## config.mk

```make
export PLATFORM = sky130hd
export DESIGN_NAME = mem_rd_upsizer_fifo
export DESIGN_NICKNAME = d
export VERILOG_FILES = /design/src/rtl/sdram_ctrl_pkg.sv /design/src/rtl/sync_fifo.sv /design/src/rtl/mem_rd_upsizer_fifo.sv
export SDC_FILE = /design/constraint.sdc
export NUM_CORES = 1
export LEC_CHECK = 0
export ABC_AREA = 1
export CAP_MARGIN = 15
export CORE_MARGIN = 2
export CORE_UTILIZATION = 45
export CTS_CLUSTER_DIAMETER = 120
export DETAILED_ROUTE_END_ITERATION = 16
export SETUP_SLACK_MARGIN = 0.2
export SYNTH_ARGS = -nofsm -noshare
export SYNTH_HDL_FRONTEND = slang
export SYNTH_SLANG_ARGS = --single-unit
```

## constraint.sdc

```tcl
create_clock -name clk -period 6.5 [get_ports clk]
set_clock_uncertainty 0.05 [all_clocks]
set_input_delay 1.625 -clock clk [delete_from_list [all_inputs] [get_ports clk]]
set_output_delay 1.625 -clock clk [all_outputs]
set_load 0.1 [all_outputs]
```

## src/rtl/sdram_ctrl_pkg.sv

```systemverilog
// Shared helpers for the SDRAM controller read path: width ratio, address alignment, lane order.
package sdram_ctrl_pkg;

    localparam int unsigned DEF_WB_DW  = 32;
    localparam int unsigned DEF_MEM_DW = 16;

    function automatic int unsigned clog2(input int unsigned value);
        int unsigned res;
        res = 0;
        while ((64'd1 << res) < 64'(value)) begin
            res = res + 1;
        end
        return res;
    endfunction

    function automatic int unsigned calc_scale(input int unsigned wb_dw, input int unsigned mem_dw);
        return wb_dw / mem_dw;
    endfunction

    function automatic int unsigned calc_adr_lsb(input int unsigned wb_dw);
        return clog2(wb_dw / 8);
    endfunction

    // Big-endian order puts the first beat in the most significant lane.
    function automatic int unsigned lane_idx(input int unsigned beat, input int unsigned scale,
                                             input bit big_endian);
        return big_endian ? (scale - 1 - beat) : beat;
    endfunction

    localparam int unsigned SCALE   = calc_scale(DEF_WB_DW, DEF_MEM_DW);
    localparam int unsigned ADR_LSB = calc_adr_lsb(DEF_WB_DW);

endpackage

```

## src/rtl/sync_fifo.sv

```systemverilog
// Synchronous FIFO with reset storage, registered full and valid flags, output taken from head entry.
module sync_fifo
    import sdram_ctrl_pkg::*;
#(
    parameter int unsigned WIDTH = 56,
    parameter int unsigned DEPTH = 4
) (
    input  logic             clk,
    input  logic             rst_n,
    input  logic             wr_en,
    input  logic [WIDTH-1:0] wr_data,
    output logic             wr_ready,
    output logic [WIDTH-1:0] rd_data,
    output logic             rd_valid,
    input  logic             rd_en
);

    localparam int unsigned PTR_W = clog2(DEPTH);

    logic [WIDTH-1:0] mem_q [DEPTH];
    logic [PTR_W-1:0] wr_ptr_q, rd_ptr_q;
    logic [PTR_W:0]   count_q, count_d;
    logic             full_q, valid_q;
    logic             do_push, do_pop;

    assign do_push  = wr_en & ~full_q;
    assign do_pop   = rd_en & valid_q;
    assign wr_ready = ~full_q;
    assign rd_valid = valid_q;
    assign rd_data  = mem_q[rd_ptr_q];

    always_comb begin
        count_d = count_q;
        case ({do_push, do_pop})
            2'b10:   count_d = count_q + (PTR_W+1)'(1);
            2'b01:   count_d = count_q - (PTR_W+1)'(1);
            default: count_d = count_q;
        endcase
    end

    // Flags are registered from next-state count so s_ready never depends combinationally on rd_en.
    always_ff @(posedge clk or negedge rst_n) begin
        if (!rst_n) begin
            for (int i = 0; i < int'(DEPTH); i++) begin
                mem_q[i] <= '0;
            end
            wr_ptr_q <= '0;
            rd_ptr_q <= '0;
            count_q  <= '0;
            full_q   <= 1'b0;
            valid_q  <= 1'b0;
        end else begin
            if (do_push) begin
                mem_q[wr_ptr_q] <= wr_data;
                wr_ptr_q        <= wr_ptr_q + PTR_W'(1);
            end
            if (do_pop) begin
                rd_ptr_q <= rd_ptr_q + PTR_W'(1);
            end
            count_q <= count_d;
            full_q  <= (count_d == (PTR_W+1)'(DEPTH));
            valid_q <= (count_d != '0);
        end
    end

endmodule

```

## src/rtl/mem_rd_upsizer_fifo.sv

```systemverilog
// Packs SDRAM read beats into Wishbone-width words tagged with their address and buffers them.
// Define MEM_RD_UPSIZER_OVF_EN to enable the sticky overflow flag on dropped beats.
module mem_rd_upsizer_fifo
    import sdram_ctrl_pkg::*;
#(
    parameter int unsigned WB_DW      = 32,
    parameter int unsigned MEM_DW     = 16,
    parameter int unsigned AW         = 24,
    parameter int unsigned DEPTH      = 4,
    parameter bit          BIG_ENDIAN = 1'b1
) (
    input  logic              clk,
    input  logic              rst_n,
    input  logic [AW-1:0]     s_adr_i,
    input  logic [MEM_DW-1:0] s_data_i,
    input  logic              s_valid_i,
    output logic              s_ready_o,
    input  logic              s_flush_i,
    output logic [AW-1:0]     m_adr_o,
    output logic [WB_DW-1:0]  m_data_o,
    output logic              m_valid_o,
    input  logic              m_ready_i,
    output logic              ovf_o
);

    localparam int unsigned SCALE_P   = calc_scale(WB_DW, MEM_DW);
    localparam int unsigned ADR_LSB_P = calc_adr_lsb(WB_DW);
    localparam int unsigned CNT_W     = (SCALE_P > 1) ? clog2(SCALE_P) : 1;
    localparam logic [AW-1:0] ADR_MASK = ~((AW'(1) << ADR_LSB_P) - AW'(1));

    logic [CNT_W-1:0]    beat_cnt_q, beat_cnt_d, cur_cnt;
    logic [WB_DW-1:0]    asm_q, asm_d;
    logic [AW-1:0]       adr_q, adr_d;
    logic                beat_acc, word_push;
    logic [AW+WB_DW-1:0] fifo_rd_data;

    assign beat_acc = s_valid_i & s_ready_o;

    // A flush restarts the word; a beat arriving with it becomes beat 0.
    always_comb begin
        cur_cnt    = s_flush_i ? '0 : beat_cnt_q;
        beat_cnt_d = cur_cnt;
        asm_d      = asm_q;
        adr_d      = adr_q;
        word_push  = 1'b0;
        if (beat_acc) begin
            asm_d[lane_idx(32'(cur_cnt), SCALE_P, BIG_ENDIAN)*MEM_DW +: MEM_DW] = s_data_i;
            if (cur_cnt == '0) begin
                adr_d = s_adr_i & ADR_MASK;
            end
            if (32'(cur_cnt) == SCALE_P - 1) begin
                word_push  = 1'b1;
                beat_cnt_d = '0;
            end else begin
                beat_cnt_d = cur_cnt + CNT_W'(1);
            end
        end
    end

    always_ff @(posedge clk or negedge rst_n) begin
        if (!rst_n) begin
            beat_cnt_q <= '0;
            asm_q      <= '0;
            adr_q      <= '0;
        end else begin
            beat_cnt_q <= beat_cnt_d;
            asm_q      <= asm_d;
            adr_q      <= adr_d;
        end
    end

    sync_fifo #(
        .WIDTH (AW + WB_DW),
        .DEPTH (DEPTH)
    ) u_fifo (
        .clk      (clk),
        .rst_n    (rst_n),
        .wr_en    (word_push),
        .wr_data  ({adr_d, asm_d}),
        .wr_ready (s_ready_o),
        .rd_data  (fifo_rd_data),
        .rd_valid (m_valid_o),
        .rd_en    (m_ready_i)
    );

    assign m_adr_o  = fifo_rd_data[AW+WB_DW-1 -: AW];
    assign m_data_o = fifo_rd_data[WB_DW-1:0];

`ifdef MEM_RD_UPSIZER_OVF_EN
    logic ovf_q;

    always_ff @(posedge clk or negedge rst_n) begin
        if (!rst_n) begin
            ovf_q <= 1'b0;
        end else if (s_valid_i && !s_ready_o) begin
            ovf_q <= 1'b1;
        end
    end

    assign ovf_o = ovf_q;
`else
    assign ovf_o = 1'b0;
`endif

endmodule

```

==> key figures, run 1 <==
Clock tree
  – Skew-Pair Late Insertion Delay: 510 ps
  – Post-CTS setup buffer count: 0
  – CTS tree: done
  – Clock-pin slew on the worst setup and hold paths: 60 ps
  – Resized cells post-CTS: 0
  – CTS Buf Count: 35
  – Clk root buf: clkbuf_16
  – H-tree lvl count: 2
  – Clk sinks: 290
  – Post-cts hold buffer count: 0
  – Longest Clk Path Bufs: 3

Die
  – Die footprint: 31300 um2
  – Die Ht: 177 um
  – Area of the core: 29600 um2
  – Io pins: 104
  – Starting Density: 45.5%
  – Row count: 63
  – Chip Width: 177 um

Critical path
  – CP Max Fanout: 64
  – CP startpoint kind: flip-flop
  – Slowest stage delay, CP: 1210 ps
  – Reg2reg setup slack: 3610 ps
  – CP Data Arrival Time: 3780 ps
  – CP Capture Type: primary output
  – CP Class: reg -> out
  – Worst path cell trace: clkinv_2 -> buf_4 -> o21ai_0 -> o22ai_1 -> clkdlybuf4s50_1
  – Slowest cell on crit path: clkdlybuf4s50_1
  – CP required: 4830 ps

Route
  – Final WL: 39.4 mm
  – WL/cell: 18.7 um
  – Post-route ant nets: 0
  – Vias/cell: 5.44
  – Residual DRC count: 0
  – Via Count: 11436
  – Drt pass-1 iters: 5
  – Detailed router's first-iteration violation count: 824

Timing
  – Setup TNS: 0 ps
  – Minimum clock period: 5460 ps
  – Fmax: 183 MHz
  – Tcrit/Tclk final: 84.0%
  – Max Slew Vio Count: 0
  – RSZ-0062 raised after global routing: no
  – Setup violations, final: 0
  – Final hold vios: 0
  – Relative slew slack: 31.6%
  – Worst slew pin tran: 1020 ps

Yosys
  – Synthesized Nets: 1679
  – Dominant cells by area after synthesis: dfrtp_1 (54%), nand2_1 (14%), nand3_1 (9.3%)
  – Most common library cells after synthesis: nand2_1 (499), dfrtp_1 (290), nand3_1 (250), nor2_1 (116), o21ai_0 (101)
  – Post-synth EDFFs: 0
  – Cell with the most instances after synthesis: nand2_1
  – Prevailing post-synth register cell: dfrtp_1
  – Area leader, netlist: dfrtp_1
  – Sequential-to-total area share from yosys stat: 54.0%
  – Share of Yosys cell area claimed by the top area cell type: 54.0%
  – Mapped Cells: 1627
  – Syn. warnings: 0
  – Post-synthesis cell type count: 27
  – Mapped Area: 13400 um2
  – Synth Area per Inst: 8.26 um2
  – Yosys reg bits: 290
  – Ys async rst share: 100%

Finish
  – Fraction of layout cells with a size suffix above 1: 5.96%
  – Final Util: 53.5%
  – Inserted Diodes: 0
  – Total Nets Final: 1739
  – FILL cells: 2823
  – P&R area growth vs syn: 17.6%

Global routing
  – Grt ovf: 0
  – All-Layer GR Usage: 26.0%
  – Largest net degree at the start of global routing: 106
  – First-pass GRT wire length: 62.9 mm
  – Initial antenna violation count: 1
  – Vias in the first global route: 11414

Worst hold path
  – Worst Hold Class: reg -> reg

Placement
  – GPL Wtd Cong: 0.767
  – Detail Placement HPWL: 20.5 mm
  – Port-buffer cells: 100

Outcome
  – Status: complete, no violations

Job
  – Max Cap Viol: 0
## per-stage QoR
step                std cells  hold WS (ps)  setup WS, ps  instance area [um2]
detailed placement       2040           410          1570                14600
CTS                      2102           425          1020                15800
global placement         2040           406          1600                14600
global route             2102           444           905                15800
floorplan                1627           394          2380                13400
finish                   2102           422          1040                15800
## final timing paths
path / from / to / cells after the start
max: u_fifo.rd_ptr_q[0]$_DFFE_PN0P_ / m_adr_o[14] / 5
min: u_fifo.mem_q[78]$_DFFE_PN0P_ / u_fifo.mem_q[78]$_DFFE_PN0P_ / 2
max reg2reg: beat_cnt_q$_DFF_PN0_ / u_fifo.mem_q[24]$_DFFE_PN0P_ / 11
min reg2reg: u_fifo.mem_q[78]$_DFFE_PN0P_ / u_fifo.mem_q[78]$_DFFE_PN0P_ / 2
max in group asynchronous: rst_n / u_fifo.mem_q[170]$_DFFE_PN0P_ / 2
min in group asynchronous: rst_n / u_fifo.mem_q[38]$_DFFE_PN0P_ / 1
## state kept, by name, summed over array words and instances (netlist names)
| signal | count |
|---|---|
| u_fifo.mem_q | 224 |
| asm_q | 32 |
| adr_q | 24 |
| u_fifo.count_q | 3 |
| u_fifo.rd_ptr_q | 2 |
| u_fifo.wr_ptr_q | 2 |
| beat_cnt_q | 1 |
| u_fifo.full_q | 1 |
| u_fifo.rd_valid | 1 |
## cells in the final DEF, fill, tap and decap left out, types with 8 or more instances in the layout
cell type / netlist / routed
clkdlybuf4s50_1: 0 / 99
inv_1: 83 / 82
nor2_1: 116 / 116
o22ai_1: 56 / 56
nand2_1: 499 / 499
clkbuf_1: 35 / 9
clkinv_2: 0 / 8
nand3b_1: 22 / 22
o21ai_1: 20 / 20
dfrtp_1: 290 / 288
buf_4: 25 / 14
nand3_1: 250 / 250
clkbuf_16: 0 / 37
o21ai_0: 101 / 101
nand2_2: 11 / 11
and2_1: 54 / 54
## kinds of logic (layout without fill, tap and decap cells)
kind of cell / Yosys count / count (layout) / share of synthesized area [%]
and+or+nand+nor: 962 / 962 / 31.4
buffers and inverters: 187 / 272 / 6.61
other: 1 / 1 / 0.0279
AOI/OAI and AO/OA: 178 / 178 / 7.15
DFF: 290 / 290 / 54.0
adders and majority gates: 7 / 7 / 0.707
xor gates and xnor gates: 2 / 2 / 0.130
## worst max-delay path, delay by kind of cell, from the launching register on
kind,cells,cell delay (ps)
buffers and inverters,3,1950
DFF,1,750
AOI/OAI and AO/OA,2,500
## layout make-up
| type | instances | area, um2 | share of cell area [%] |
|---|---|---|---|
| inverters | 90 | 342 | 2.16 |
| flip-flops and latches | 290 | 7260 | 45.9 |
| clock inverters | 12 | 166 | 1.05 |
| well taps | 390 | 488 | 3.09 |
| repair buffers | 120 | 1230 | 7.79 |
| clock buffers | 50 | 1010 | 6.42 |
| multi-input cells | 1150 | 5310 | 33.6 |
## metal layers
metal  up-vias  wire (um)  GRT usage [%]  share of wire (%)
li1       5411          -              -                  -
met1      5547      17500           35.9                 44
met2       394      18100           41.2                 46
met3        82       2470           4.17                6.3
met4         2       1230           9.92                3.1
met5         -         13              0              0.033
Power of run 1 is not shown: default switching activity piles up to over one toggle a cycle in this logic, so the estimate is an artifact.
==> inputs of run 2 (changes only) <==
- PLACE_DENSITY: not set -> 0.67
- clock period: 6.5 -> 4.5 ns (I/O delays scaled with it)
==> run 2 against run 1 <==
Net effect:
- die area unchanged
- global-route usage decreased by 0.65 points
- via count increased by 1.4%
- register-to-register slack got worse by 1500 ps
- sequential share of layout area decreased by 1.6 points
==> key figures, run 2 (synthesis gave the netlist of run 1 again) <==
Route
  – Final WL: 38.7 mm (was 39.4 mm)
  – Post-route ant nets: 0 (unchanged)
  – Drt pass-1 iters: 5 (unchanged)
  – Vias/cell: 5.51 (was 5.44)
  – Detailed router's first-iteration violation count: 1108 (was 824)
  – Via Count: 11600 (was 11436)
  – Residual DRC count: 0 (unchanged)
  – WL/cell: 18.4 um (was 18.7 um)

Critical path
  – CP Capture Type: primary output (unchanged)
  – CP Launch Point: u_fifo.rd_ptr_q[0]$_DFFE_PN0P_ (unchanged)
  – CP Data Arrival Time: 2510 ps (was 3780 ps)
  – CP startpoint kind: flip-flop (unchanged)
  – R2r endpoint: u_fifo.mem_q[171]$_DFFE_PN0P_ (was u_fifo.mem_q[24]$_DFFE_PN0P_)
  – Worst reg2reg path startpoint: u_fifo.full_q$_DFF_PN0_ (was beat_cnt_q$_DFF_PN0_)
  – Reg2reg setup slack: 2150 ps (was 3610 ps)
  – Reg2Reg Depth: 6 (was 11)
  – CP Class: reg -> out (unchanged)
  – Setup crit end: m_adr_o[21] (was m_adr_o[14])
  – CP Max Fanout: 81 (was 64)
  – CP required: 3320 ps (was 4830 ps)

Finish
  – FILL cells: 2690 (was 2823)
  – Inserted Diodes: 0 (unchanged)
  – Largest registers: u_fifo.mem_q (224), asm_q (32), adr_q (24) (unchanged)
  – Most frequent cells in the layout: nand2_1 (499), dfrtp_1 (288), nand3_1 (250) (unchanged)
  – Total Nets Final: 1748 (was 1739)
  – Fraction of layout cells with a size suffix above 1: 9.55% (was 5.96%)
  – P&R area growth vs syn: 21.8% (was 17.6%)
  – Largest Register: u_fifo.mem_q (unchanged)
  – Number of flip-flops in the largest register: 224 (unchanged)
  – Area occupied by multi-input gates: 5310 um2 (unchanged)
  – Most common cell after layout, fill and taps aside: nand2_1 (unchanged)
  – Reg area: 7260 um2 (unchanged)

Placement
  – Detail Placement HPWL: 21.7 mm (was 20.5 mm)
  – Port-buffer cells: 100 (unchanged)
  – GPL Wtd Cong: 0.806 (was 0.767)

Timing
  – Max Slew Vio Count: 0 (unchanged)
  – RSZ-0062 raised after global routing: no (unchanged)
  – Fmax: 272 MHz
  – Tcrit/Tclk final: 81.8%
  – Setup violations, final: 0 (unchanged)
  – Worst slew pin tran: 968 ps (was 1020 ps)
  – Final hold vios: 0 (unchanged)
  – Minimum clock period: 3680 ps
  – Relative slew slack: 35.3% (was 31.6%)
  – Setup TNS: 0 ps (unchanged)

Outcome
  – Status: complete, no violations (unchanged)

Die
  – Die footprint: 31300 um2 (unchanged)
  – Starting Density: 45.5% (unchanged)
  – Area of the core: 29600 um2 (unchanged)
  – Chip Width: 177 um (unchanged)
  – Die Ht: 177 um (unchanged)
  – Io pins: 104 (unchanged)
  – Row count: 63 (unchanged)

Clock tree
  – Clk sinks: 290 (unchanged)
  – Post-cts hold buffer count: 0 (unchanged)
  – Post-CTS setup buffer count: 0 (unchanged)
  – H-tree lvl count: 2 (unchanged)
  – CTS Buf Count: 34 (was 35)
  – CTS tree: done (unchanged)
  – Resized cells post-CTS: 0 (unchanged)
  – Skew-Pair Late Insertion Delay: 510 ps (about the same)
  – Clock-pin slew on the worst setup and hold paths: 60 ps (about the same)
  – Longest Clk Path Bufs: 3 (unchanged)
  – Clk root buf: clkbuf_16 (unchanged)

Global routing
  – All-Layer GR Usage: 25.3% (was 26.0%)
  – Grt ovf: 0 (unchanged)
  – Largest net degree at the start of global routing: 116 (was 106)
  – First-pass GRT wire length: 61.9 mm (was 62.9 mm)
  – Vias in the first global route: 11315 (was 11414)
  – Initial antenna violation count: 0 (was 1)

Worst hold path
  – Worst Hold Class: reg -> reg (unchanged)

Job
  – Max Cap Viol: 0 (unchanged)
[run 2: cell types whose count changed in the layout (fill, tap and decap cells not counted), sizes merged]
cell,change
inv,+1
clkdlybuf4s50,-56
buf,+66
bufinv,-3
clkinv,-5
clkbuf,+2
[run 2: area by class of cell]
cell class              instances  share of cell area (%)
repair buffers                130                    11.6
well taps                     390                    2.98
multi-input cells            1150                    32.4
flip-flops and latches        290                    44.4
clock buffers                  52                    6.29
inverters                      90                    2.09
clock inverters                 5                   0.329
[run 2: metrics by stage]
stage	cells	setup slack (ps)	hold slack, ps	instance area [um2]	util, %
floorplan	1627	882	394	13400	-
global placement	2050	1010	406	15300	51.7
detailed placement	2050	1020	410	15300	51.7
CTS	2107	841	425	16400	55.4
global route	2107	762	441	16400	55.4
finish	2107	819	423	16400	55.4
[run 2: worst max-delay path: stages, from the launching register on]
cell,delay [ps]
dfrtp_4,640
clkinv_2,130
buf_12,280
o21ai_0,130
o22ai_1,470
buf_12,250
[run 2: routing by layer]
layer  share of wire (%)  up-vias  global-route usage [%]
met2                  47      476                    41.0
met3                 6.9       74                    3.33
li1                    -     5402                       -
met4                 2.5        0                    7.92
met1                  44     5648                    35.6
met5                   0        -                       0
[run 2: worst min-delay path by stage]
stage                                        startpoint                            end  slack [ps]  cells past startpoint
after floorplan            u_fifo.mem_q[62]$_DFFE_PN0P_   u_fifo.mem_q[62]$_DFFE_PN0P_         390                      2
after global placement    u_fifo.mem_q[116]$_DFFE_PN0P_  u_fifo.mem_q[116]$_DFFE_PN0P_         410                      2
after detailed placement  u_fifo.mem_q[157]$_DFFE_PN0P_  u_fifo.mem_q[157]$_DFFE_PN0P_         410                      2
after CTS                 u_fifo.mem_q[141]$_DFFE_PN0P_  u_fifo.mem_q[141]$_DFFE_PN0P_         430                      2
after global routing      u_fifo.mem_q[155]$_DFFE_PN0P_  u_fifo.mem_q[155]$_DFFE_PN0P_         440                      2
final                     u_fifo.mem_q[116]$_DFFE_PN0P_  u_fifo.mem_q[116]$_DFFE_PN0P_         420                      2
Power of run 2 is left out for the same reason.
